**src/rtl/bbox_uart_tx.sv**
```systemverilog
// bbox_uart_tx: snapshots the motion bounding box once per detection frame
// and serialises it as a fixed 12-byte 8N1 packet on uart_txd.
// Packet: A5 5A flags xmin_hi xmin_lo xmax_hi xmax_lo ymin_hi ymin_lo
//         ymax_hi ymax_lo checksum, with flags = {seq[6:0], valid} and the
//         checksum being the mod-256 sum of bytes 2..10.
module bbox_uart_tx #(
  parameter int CLK_FREQ     = 30_000_000,
  parameter int BAUD         = 115200,
  parameter int CLKS_PER_BIT = CLK_FREQ / BAUD
) (
  input  logic        clk_vga,
  input  logic        sys_rst_n,
  input  logic        frame_done,
  input  logic [11:0] xpos_min,
  input  logic [11:0] xpos_max,
  input  logic [11:0] ypos_min,
  input  logic [11:0] ypos_max,
  output logic        uart_txd,
  output logic        busy,
  output logic        pkt_sent,
  output logic        overrun,
  output logic [7:0]  drop_cnt
);

  localparam int CNT_W = (CLKS_PER_BIT > 1) ? $clog2(CLKS_PER_BIT) : 1;
  localparam logic [CNT_W-1:0] BIT_LAST = CNT_W'(CLKS_PER_BIT - 1);
  localparam logic [3:0]       LAST_BYTE = 4'd11;

  typedef enum logic [2:0] {S_IDLE, S_START, S_DATA, S_STOP, S_DONE} state_t;

  state_t           state_q;
  logic [CNT_W-1:0] baud_q;
  logic [2:0]       bit_idx_q;
  logic [3:0]       byte_idx_q;
  logic [7:0]       shift_q;
  logic [7:0]       chk_q;
  logic [7:0]       flags_q;
  logic [6:0]       seq_q;
  logic [11:0]      xmin_q, xmax_q, ymin_q, ymax_q;
  logic             txd_q, busy_q, pkt_sent_q, overrun_q;
  logic [7:0]       drop_cnt_q;

  logic [3:0]       next_idx_d;
  logic [7:0]       next_byte_d;
  logic             bit_end;
  logic             valid_d;

  assign bit_end = (baud_q == BIT_LAST);
  assign valid_d = (xpos_max >= xpos_min) && (ypos_max >= ypos_min);

  // Select the byte that follows the one currently on the line, taken from
  // the latched snapshot (never the live inputs).
  always_comb begin
    // NOTE: every combinational output gets a default first so no path
    // leaves it unassigned, which would infer a latch.
    next_idx_d  = byte_idx_q + 4'd1;
    next_byte_d = 8'hA5;
    case (next_idx_d)
      4'd1:    next_byte_d = 8'h5A;
      4'd2:    next_byte_d = flags_q;
      4'd3:    next_byte_d = {4'h0, xmin_q[11:8]};
      4'd4:    next_byte_d = xmin_q[7:0];
      4'd5:    next_byte_d = {4'h0, xmax_q[11:8]};
      4'd6:    next_byte_d = xmax_q[7:0];
      4'd7:    next_byte_d = {4'h0, ymin_q[11:8]};
      4'd8:    next_byte_d = ymin_q[7:0];
      4'd9:    next_byte_d = {4'h0, ymax_q[11:8]};
      4'd10:   next_byte_d = ymax_q[7:0];
      4'd11:   next_byte_d = chk_q;
      default: next_byte_d = 8'hA5;
    endcase
  end

  // Packet FSM with registered line, status pulses and drop accounting.
  always_ff @(posedge clk_vga or negedge sys_rst_n) begin
    if (!sys_rst_n) begin
      // NOTE: the snapshot registers are reset too; they are plain flops, not
      // a memory, so the reset costs nothing and keeps simulation X-free.
      state_q    <= S_IDLE;
      baud_q     <= '0;
      bit_idx_q  <= '0;
      byte_idx_q <= '0;
      shift_q    <= '0;
      chk_q      <= '0;
      flags_q    <= '0;
      seq_q      <= '0;
      xmin_q     <= '0;
      xmax_q     <= '0;
      ymin_q     <= '0;
      ymax_q     <= '0;
      txd_q      <= 1'b1;
      busy_q     <= 1'b0;
      pkt_sent_q <= 1'b0;
      overrun_q  <= 1'b0;
      drop_cnt_q <= '0;
    end else begin
      // NOTE: non-blocking assignments throughout, so every right-hand side
      // sees the pre-edge register values regardless of statement order.
      pkt_sent_q <= 1'b0;
      overrun_q  <= 1'b0;

      // A strobe arriving while a packet is in flight is dropped untouched.
      if (frame_done && busy_q) begin
        overrun_q <= 1'b1;
        if (drop_cnt_q != 8'hFF) drop_cnt_q <= drop_cnt_q + 8'd1;
      end

      case (state_q)
        S_IDLE, S_DONE: begin
          if (frame_done) begin
            xmin_q     <= xpos_min;
            xmax_q     <= xpos_max;
            ymin_q     <= ypos_min;
            ymax_q     <= ypos_max;
            flags_q    <= {seq_q, valid_d};
            seq_q      <= seq_q + 7'd1;
            chk_q      <= '0;
            byte_idx_q <= '0;
            shift_q    <= 8'hA5;
            baud_q     <= '0;
            txd_q      <= 1'b0;
            busy_q     <= 1'b1;
            state_q    <= S_START;
          end else begin
            state_q <= S_IDLE;
          end
        end

        S_START: begin
          if (bit_end) begin
            baud_q    <= '0;
            bit_idx_q <= '0;
            txd_q     <= shift_q[0];
            state_q   <= S_DATA;
          end else begin
            baud_q <= baud_q + 1'b1;
          end
        end

        S_DATA: begin
          if (bit_end) begin
            baud_q <= '0;
            if (bit_idx_q == 3'd7) begin
              txd_q   <= 1'b1;
              state_q <= S_STOP;
            end else begin
              bit_idx_q <= bit_idx_q + 3'd1;
              shift_q   <= shift_q >> 1;
              txd_q     <= shift_q[1];
            end
          end else begin
            baud_q <= baud_q + 1'b1;
          end
        end

        S_STOP: begin
          if (bit_end) begin
            baud_q <= '0;
            if (byte_idx_q == LAST_BYTE) begin
              busy_q     <= 1'b0;
              pkt_sent_q <= 1'b1;
              state_q    <= S_DONE;
            end else begin
              byte_idx_q <= next_idx_d;
              shift_q    <= next_byte_d;
              if (next_idx_d >= 4'd2 && next_idx_d <= 4'd10)
                chk_q <= chk_q + next_byte_d;
              txd_q   <= 1'b0;
              state_q <= S_START;
            end
          end else begin
            baud_q <= baud_q + 1'b1;
          end
        end

        default: state_q <= S_IDLE;
      endcase
    end
  end

  assign uart_txd = txd_q;
  assign busy     = busy_q;
  assign pkt_sent = pkt_sent_q;
  assign overrun  = overrun_q;
  assign drop_cnt = drop_cnt_q;

endmodule

```
**config.mk**
```make
export PLATFORM = sky130hd
export DESIGN_NAME = bbox_uart_tx
export DESIGN_NICKNAME = d
export VERILOG_FILES = /design/src/rtl/bbox_uart_tx.sv
export SDC_FILE = /design/constraint.sdc
export NUM_CORES = 1
export LEC_CHECK = 0
export ABC_AREA = 1
export BUFFER_PORTS_ARGS = -buffer_cell sky130_fd_sc_hd__buf_2
export CAP_MARGIN = 10
export CORE_UTILIZATION = 47
export CTS_CLUSTER_SIZE = 16
export DETAILED_ROUTE_END_ITERATION = 16
export MAX_ROUTING_LAYER = met4
export PLACE_DENSITY = 0.67
export SLEW_MARGIN = 10
export SYNTH_ARGS = -nofsm -noshare
export SYNTH_HDL_FRONTEND = slang
export SYNTH_SLANG_ARGS = --single-unit
export TNS_END_PERCENT = 1
```
**constraint.sdc**
```tcl
create_clock -name clk_vga -period 5.3 [get_ports clk_vga]
set_input_delay 0.265 -clock clk_vga [delete_from_list [all_inputs] [get_ports clk_vga]]
set_output_delay 0.265 -clock clk_vga [all_outputs]
set_load 0.02 [all_outputs]
```
==> results_dict.tcl <==
set metrics [dict create \
    dpl.hpwl_um 11090 \
    drt-total-wl_um 14530 \
    ys_seq_area_share_pct 44.63 \
    seqCellArea_sq_um 2754 \
    nNetsFinal 922 \
    ys.flop_type "dfrtp_1" \
    min_period_ps 3824 \
    post-cts-setup-buffers 0 \
    worst_slew_pin_slew_ps 1022 \
    maxCapViolCount 0 \
    synth_edf_count 0 \
    clockBufferDepth 2 \
    finish.instance_area_sq_um 7002 \
    peakVddDrop_v 0.0001973 \
    setup.worst_path.start_class "flip-flop" \
    vias_per_cell 5.152 \
    switching_share_pct 25.07 \
    ant_nets 0 \
    status "finished, final reports clean" \
    grt_max_degree 87 \
    p_clk_share_pct 41.9 \
    path_clk_slew_ps 70 \
    worst_setup_path_end_kind "flip-flop" \
    ys_types 45 \
    drt-wirelength-per-cell_um 14.44 \
    drt_iter0_markers 394 \
    netlist_top_cells_area "dfrtp_1 44%, nand2_1 14%, ha_1 8.3%" \
    powerDensity_nw_per_um2 268.1 \
    grt_pass1_wl_um 24530 \
    syn_avg_cell_area_sq_um 8.025 \
    synth_nets 862 \
    gp_congestion 0.9059 \
    cts-buffers-inserted 9 \
    synth-async-reset-ratio_pct 100.0 \
    synth_top_area_share_pct 44.20 \
    holdPathStages 3 \
    p_comb_share_pct 10.3 \
    grt_pass1_vias 5096 \
    start_util_pct 48.51 \
    die_h_um 116.6 \
    cts_resized 0 \
    insertion_delay_ps 360 \
    die_area_sq_um 13590 \
    htree_levels 3 \
    arrival_ps 4060 \
    nFillCells 1273 \
    drc 0 \
    port_buffers 62 \
    syn_area_sq_um 6171 \
    ys_warn_count 0 \
    maxSlewViolCount 0 \
    clock_sinks 110 \
    area_growth_pct 13.46 \
    internal_power_mw 1.406 \
    antenna_cells 0 \
    power_frac_seq_pct 47.8 \
    ys_ff_latch 110 \
    io_pins 63 \
    reg2reg_depth 17 \
    path_max_fanout 11 \
    min_path_type "input pin to flip-flop" \
    syn_inst 769 \
    cts_root_buf "clkbuf_16" \
    multi_input_area_sq_um 2974 \
    required_ps 5540 \
    synth_top_area_cell "dfrtp_1" \
    first_pass_iters 5 \
    cts_tree "done" \
    p_leak_nw 3.788 \
    path_class "flip-flop to flip-flop" \
    fin_util_pct 55.04 \
    finalClockSkew_ps 8.231 \
    vias 5183 \
    ys_top_cells_by_count "238 x nand2_1, 109 x dfrtp_1, 92 x inv_1" \
    yosysMostFrequentCell "nand2_1" \
    power_switching_uw 470.5 \
    cp_cell_sequence "ha_1 -> xnor2_1 -> nand3_1 -> inv_1 -> nand2_1 -> nand3_1 -> nor2_1 -> nand3_1 -> ha_1 -> inv_1 -> fa_1 -> o31ai_1 -> nand2_1 -> nand2_1 -> a21oi_1 -> xor2_1 -> o22ai_2" \
    drive_gt1_share_pct 12.83 \
    max_freq_mhz 261.5 \
    core_sq_um 12720 \
    rsz0062_at_grt "false" \
    grt.overflow.total 0 \
    dieWidth_um 116.6 \
    critPathSlowestCell "xnor2_1" \
    rows 41 \
    finalSetupViolCount 0 \
    placedInstanceArea_sq_um 6641 \
    grt_usage_pct 24.53 \
    slew_headroom_pct 31.76 \
    finalSetupTns_ps 0 \
    max_stage_delay_ps 670 \
    antenna_found_initial 0 \
    post-route-period-util_pct 72.14 \
    hold_viol 0 \
]
-- through the flow --
stage | hold slack (ps) | worst slack, ps | power (mW) | cells
finish | 113.7 | 1477 | 1.877 | 1006
global route | 121.5 | 1134 | 1.954 | 1006
CTS | 105.6 | 1540 | 1.894 | 1006
detailed placement | 308.2 | 1547 | 1.106 | 989
global placement | 307.2 | 1614 | 1.098 | 989
floorplan | -30.59 | 2233 | 1.016 | 769
-- worst paths after layout --
path / startpoint / endpoint / slack (ps)
min in group asynchronous: sys_rst_n / baud_q[4] / 440
hold / removal: xpos_max[2] / xmax_q[2] / 110
max in group asynchronous: sys_rst_n / ymax_q[1] / 3630
setup / recovery: byte_idx_q[0] / chk_q[6] / 1480
setup reg to reg: byte_idx_q[0] / chk_q[6] / 1480
hold reg to reg: seq_q[2] / seq_q[2] / 470
-- power groups by stage --
stage | Clock [mW] | Sequential, mW | Combinational, mW
finish | 0.787 | 0.897 | 0.193
global route | 0.832 | 0.901 | 0.221
CTS | 0.800 | 0.898 | 0.196
detailed placement | 0 | 0.912 | 0.194
global placement | 0 | 0.910 | 0.188
floorplan | 0 | 0.942 | 0.0738
-- cell usage in the layout, fill, tap and decap left out, drive strengths merged, types with 2 or more instances in the layout --
cell / instances
nor2: 51
o21ai: 58
clkbuf: 9
o22ai: 13
a211oi: 2
xor2: 17
buf: 64
bufinv: 3
xnor2: 3
nand4: 15
dfrtp: 109
nand3: 41
inv: 101
nor3: 8
ha: 41
o31ai: 3
nand3b: 2
nand2: 242
a21oi: 35
-- routing by layer --
metal  global-route usage [%]  vias up  share of wire [%]
met2                    39.76      112                 47
li1                         -     2615                  -
met5                        -        -                  0
met1                    30.33     2427                 47
met3                    4.359       29                3.1
met4                    10.04        0                2.8
-- layout make-up --
cell class	instances	area share [%]
multi-input combinational	545	42.48
sequential	110	39.33
inverter	98	5.289
timing repair buffer	65	4.825
clock buffer	9	3.217
tap	172	3.074
clock inverter	7	1.787
-- critical path, delay by kind of cell (launching register included) --
| kind | cells | cell delay (ps) |
|---|---|---|
| AOI/OAI and AO/OA | 3 | 500 |
| xor gates and xnor gates | 2 | 830 |
| DFF | 1 | 470 |
| and+or+nand+nor | 7 | 760 |
| buffers and inverters | 2 | 290 |
| adders and majority gates | 3 | 860 |
-- logic make-up (layout without fill, tap and decap cells) --
logic type | after synthesis | after routing | synth area share [%]
simple gates | 362 | 362 | 25.34
fa+ha+maj | 42 | 42 | 8.637
xor+xnor | 20 | 20 | 2.839
buf+inv | 114 | 179 | 7.218
flops | 110 | 110 | 44.63
compound gates | 121 | 121 | 11.33
-- sequential cells by signal (all words and copies together) (netlist names) --
| name | flops |
|---|---|
| overrun | 1 |
| shift_q | 8 |
| ymax_q | 12 |
| state_q | 3 |
| chk_q | 8 |
| xmax_q | 12 |
| byte_idx_q | 4 |
| drop_cnt | 8 |
| baud_q | 9 |
| pkt_sent | 1 |
| xmin_q | 12 |
| uart_txd | 1 |
| bit_idx_q | 3 |
| busy | 1 |
| ymin_q | 12 |
| seq_q | 7 |
| flags_q | 8 |
-- timing repair --
item | CTS | global route
hold endpoints to repair | 43 | 0
hold buffers | 1 | 0
setup endpoints to repair | 0 | 0
Note: power is estimated with default switching activity, not from simulation.
